--- src/rtl/gs_rx_slicer.sv ---
// 4-ASK receive slicer: picks one sample phase per symbol, decides the symbol,
// reports the slicing error and tracks the decision threshold from mean |x|.
module gs_rx_slicer #(
    parameter logic [17:0] REF_INIT = 18'd65536,
    parameter int          ACC_LOG2 = 10
) (
    input  logic        clk,
    input  logic        reset,
    input  logic        clk_en,
    input  logic [17:0] x_in,
    input  logic [1:0]  phase_sel,
    output logic [1:0]  sym_out,
    output logic        sym_valid,
    output logic [17:0] err_out,
    output logic [17:0] ref_level,
    output logic        ref_update
);

    localparam int AW = ACC_LOG2 + 18;

    logic [1:0]          phase_q, phase_d;
    logic [ACC_LOG2-1:0] cnt_q, cnt_d;
    logic [AW-1:0]       acc_q, acc_d;
    logic [1:0]          sym_q, sym_d;
    logic                valid_q;
    logic [17:0]         err_q, err_d;
    logic [17:0]         ref_q, ref_d;
    logic                upd_q, upd_d;

    logic                decide;
    logic signed [18:0]  x19, ref19;
    logic signed [19:0]  ref20, ref3, ideal, diff;
    logic [17:0]         mag;
    logic [AW-1:0]       acc_sum;
    logic                last_sym;

    assign decide   = clk_en && (phase_q == phase_sel);
    assign x19      = {x_in[17], x_in};
    assign ref19    = {1'b0, ref_q};
    assign ref20    = {2'b00, ref_q};
    assign ref3     = ref20 + (ref20 <<< 1);
    assign last_sym = (cnt_q == {ACC_LOG2{1'b1}});
    assign acc_sum  = acc_q + {{ACC_LOG2{1'b0}}, mag};

    always_comb begin
        sym_d = 2'b00;
        if (x19 >= ref19)
            sym_d = 2'b11;
        else if (!x_in[17])
            sym_d = 2'b10;
        else if (x19 >= -ref19)
            sym_d = 2'b01;

        // Negative levels are shifted after negation, so odd thresholds round toward -inf.
        unique case (sym_d)
            2'b11:   ideal = ref3 >>> 1;
            2'b10:   ideal = ref20 >>> 1;
            2'b01:   ideal = (-ref20) >>> 1;
            default: ideal = (-ref3) >>> 1;
        endcase

        diff = {{2{x_in[17]}}, x_in} - ideal;
        if (diff > 20'sd131071)
            err_d = 18'h1FFFF;
        else if (diff < -20'sd131072)
            err_d = 18'h20000;
        else
            err_d = diff[17:0];

        if (x_in == 18'h20000)
            mag = 18'h1FFFF;
        else if (x_in[17])
            mag = -x_in;
        else
            mag = x_in;
    end

    always_comb begin
        phase_d = phase_q;
        cnt_d   = cnt_q;
        acc_d   = acc_q;
        ref_d   = ref_q;
        upd_d   = 1'b0;
        if (clk_en)
            phase_d = phase_q + 2'd1;
        if (decide) begin
            cnt_d = cnt_q + {{(ACC_LOG2-1){1'b0}}, 1'b1};
            if (last_sym) begin
                ref_d = acc_sum[AW-1:ACC_LOG2];
                acc_d = '0;
                upd_d = 1'b1;
            end else begin
                acc_d = acc_sum;
            end
        end
    end

    always_ff @(posedge clk or posedge reset) begin
        if (reset) begin
            phase_q <= 2'd0;
            cnt_q   <= '0;
            acc_q   <= '0;
            sym_q   <= 2'b00;
            valid_q <= 1'b0;
            err_q   <= 18'd0;
            ref_q   <= REF_INIT;
            upd_q   <= 1'b0;
        end else begin
            phase_q <= phase_d;
            cnt_q   <= cnt_d;
            acc_q   <= acc_d;
            ref_q   <= ref_d;
            upd_q   <= upd_d;
            valid_q <= decide;
            if (decide) begin
                sym_q <= sym_d;
                err_q <= err_d;
            end
        end
    end

    assign sym_out    = sym_q;
    assign sym_valid  = valid_q;
    assign err_out    = err_q;
    assign ref_level  = ref_q;
    assign ref_update = upd_q;

endmodule
--- config.mk ---
export PLATFORM = sky130hd
export DESIGN_NAME = gs_rx_slicer
export DESIGN_NICKNAME = d
export VERILOG_FILES = /design/src/rtl/gs_rx_slicer.sv
export SDC_FILE = /design/constraint.sdc
export NUM_CORES = 1
export LEC_CHECK = 0
export ABC_AREA = 1
export CAP_MARGIN = 0
export CORE_UTILIZATION = 56
export DETAILED_ROUTE_END_ITERATION = 7
export GPL_TIMING_DRIVEN = 0
export PLACE_DENSITY = 0.79
export SETUP_SLACK_MARGIN = 0.05
export SYNTH_ARGS = -nofsm -noshare
export SYNTH_HDL_FRONTEND = slang
export SYNTH_SLANG_ARGS = --single-unit
--- constraint.sdc ---
create_clock -name clk -period 5.1 [get_ports clk]
set_clock_uncertainty 0.15 [all_clocks]
set_input_delay 1.275 -clock clk [delete_from_list [all_inputs] [get_ports clk]]
set_output_delay 1.275 -clock clk [all_outputs]
set_load 0.02 [all_outputs]
==> impl_metrics.yaml <==
yosys:
  ys_seq_elements: 80
  synth_common_cells: "nand2_1, inv_1, nor2_1, nand3_1, ha_1"
  yosysTopAreaCell: "dfrtp_1"
  synth_cells: 1448
  synth_area_sq_um: 9450
  synth_nets: 1585
  synth.most_common_cell: "nand2_1"
  avgSynthCellArea_sq_um: 6.53
  synth-async-reset-ratio_pct: 100
  dominantRegCellSynth: "dfrtp_1"
  synth_warnings: 0
  synth_edf_count: 0
  ys_top_cells_by_area: "dfrtp_1, nand2_1, ha_1"
  yosysSeqAreaShare_pct: 21.2
  synth_top_area_share_pct: 20.9
  yosysUniqueCellTypes: 51
drt:
  ant_nets: 0
  drtPass1Iterations: 6
  drc_errors: 0
  routed_wl_microns: 34000
  avgViaCountPerCell: 6.04
  drt_iter0_drc: 1185
  wl_per_cell_microns: 18.5
  num_vias: 11100
timing:
  worst_pin_slew_ns: 0.706
  finalHoldViolCount: 0
  finalCriticalPeriod_ns: 5.38
  fmax_ghz: 0.186
  finalMaxSlewViolations: 0
  fin_crit_sh_pct: 106
  fin_tns_setup_ns: -4.44
  whs_ns: 0.328
  rsz0062_at_grt: "true"
  timing.final.ws_setup_ns: -0.282
  slew_headroom_pct: 52.9
  setup-violations-final: 18
worst_setup_path:
  crit_path_end: "err_out[11]"
  path_class: "in -> reg"
  crit_start: "x_in[17]"
  worstSetupStartpointType: "input pin"
  regToRegStartpoint: "ref_level[1]"
  cp_max_fo: 10
  endpoint_kind: "register"
  rrSetupSlack_ns: -0.23
  r2r-end: "err_out[11]"
  worstPathArrival_ns: 5.48
  rr_worst_depth: 36
  required_ns: 5.20
final_layout:
  syn_to_final_growth_pct: 31.2
  final_core_util_pct: 75.1
  drive_gt1_share_pct: 20.6
  fin_nets: 1746
  fin_cells: 1835
  final_cell_area_sq_um: 12400
die:
  fp-row-count: 47
  die-area_sq_um: 17400
  start_util_pct: 57.2
  core_sq_um: 16500
  num_io_pins: 63
  die_width_microns: 132
  die_y_microns: 132
clock_network:
  cts_made_buffers: 9
  cts_max_level: 3
  insertion_delay_ns: 0.37
  clockBufferDepth: 2
  postCtsHoldBufs: 0
  clk_pin_slew_ns: 0.07
  root_buffer: "clkbuf_16"
  cts.sinks: 80
  tritoncts: "built"
power:
  p_total_mw: 4.31
  ir_drop_mv: 0.247
  leakagePower_nw: 6.08
  power_density_nw_per_um2: 348
worst_hold_path:
  hp-class: "reg -> reg"
  hold_start: "cnt_q[6]"
job:
  drv_cap: 0
grt:
  grt_pass1_vias: 10100
  antenna_found_initial: 1
  track_usage_pct: 36.6
  gr-total-overflow: 0
  grt_first_pass_wirelength_microns: 50700
  grt_max_degree: 60
run_status:
  violations: "negative setup slack"
  status: "finished, violations left"
placement:
  place.gp.congestion: 0.987
  dpl.hpwl_microns: 23000
  dpl_cell_area_sq_um: 10400
  portBuffers: 62
  dpl.cell_count: 1731
  dp_worst_setup_slack_ns: -1.81
layout make-up:
class | count | area, sq um
multi-input combinational | 1170 | 7570
tap | 220 | 275
antenna | 1 | 2.50
buffer | 24 | 159
inverter | 174 | 681
timing repair buffer | 150 | 1350
clock buffer | 9 | 225
clock inverter | 7 | 126
fill | 1225 | 4120
sequential | 80 | 2010
critical path: stages:
cell	delay (ns)
clkbuf_4	0.21
inv_4	0.07
clkbuf_8	0.18
clkbuf_4	0.22
ha_1	0.32
nor4_1	0.30
nand3b_1	0.19
nand4_1	0.20
buf_4	0.15
buf_4	0.16
nand4_1	0.12
nand3_1	0.15
nand2_2	0.09
ha_4	0.31
nand2_2	0.12
nor2_2	0.17
nand3b_1	0.16
nand3_2	0.13
nand2_2	0.07
nand2_1	0.08
nand2_1	0.09
nand2_1	0.12
nand2_2	0.10
a21oi_4	0.24
buf_6	0.18
a21oi_2	0.06
power breakdown:
group	total [mW]	switching (mW)	internal, mW
logic	2.52	1.53	0.995
registers	0.983	0.142	0.841
clock network	0.810	0.325	0.485
how the worst min path moves through the flow:
stage                          end  depth (start not counted)
after CTS                 cnt_q[6]                          1
after global placement    cnt_q[6]                          1
after global routing      cnt_q[6]                          1
after detailed placement  cnt_q[6]                          1
final                     cnt_q[6]                          1
after floorplan           cnt_q[6]                          1
layout by cell type, fill, tap and decap left out, types with 21 or more instances in the layout:
master           synthesis  layout
nand2_1                396     360
inv_1                  172     152
nor2_1                 149     133
nand3_1                117     104
ha_1                   111      85
buf_4                    1      79
dfrtp_1                 79      71
o21ai_0                 73      60
a21oi_1                 79      57
nand4_1                 46      46
clkdlybuf4s50_1          0      45
xor2_1                  47      40
nand2_2                  5      34
a21oi_2                  9      27
ha_4                     0      21
what timing repair did:
action	in CTS	in global routing
gates cloned	2	0
gates resized for setup	134	136
setup buffers	58	27
setup endpoints to repair	21	51
pin swaps	62	78
routing by layer:
layer | share of wire (%) | track usage (%) | vias up | wire length (microns)
li1 | - | - | 5116 | -
met1 | 39 | 47.2 | 5091 | 13400
met2 | 44 | 57.5 | 677 | 15000
met3 | 9.5 | 6.00 | 198 | 3240
met4 | 6.9 | 22.4 | 0 | 2350
met5 | 0 | 0 | - | 0
flip-flops by register name, indices dropped and copies added (netlist names):
signal and flops:
ref_level 18, sym_valid 1, phase_q 2, err_out 18, sym_out 2, ref_update 1
acc_q 28, cnt_q 10
cell families after synthesis:
logic type	Yosys count	synth area share (%)
AND/OR/NAND/NOR	782	36.2
AO/OA/AOI/OAI	207	12.7
buffers and inverters	198	8.17
adder cells (fa/ha/maj)	114	15.3
flip-flops	80	21.2
XOR/XNOR	67	6.41
Power figures use the tool's default switching activity.
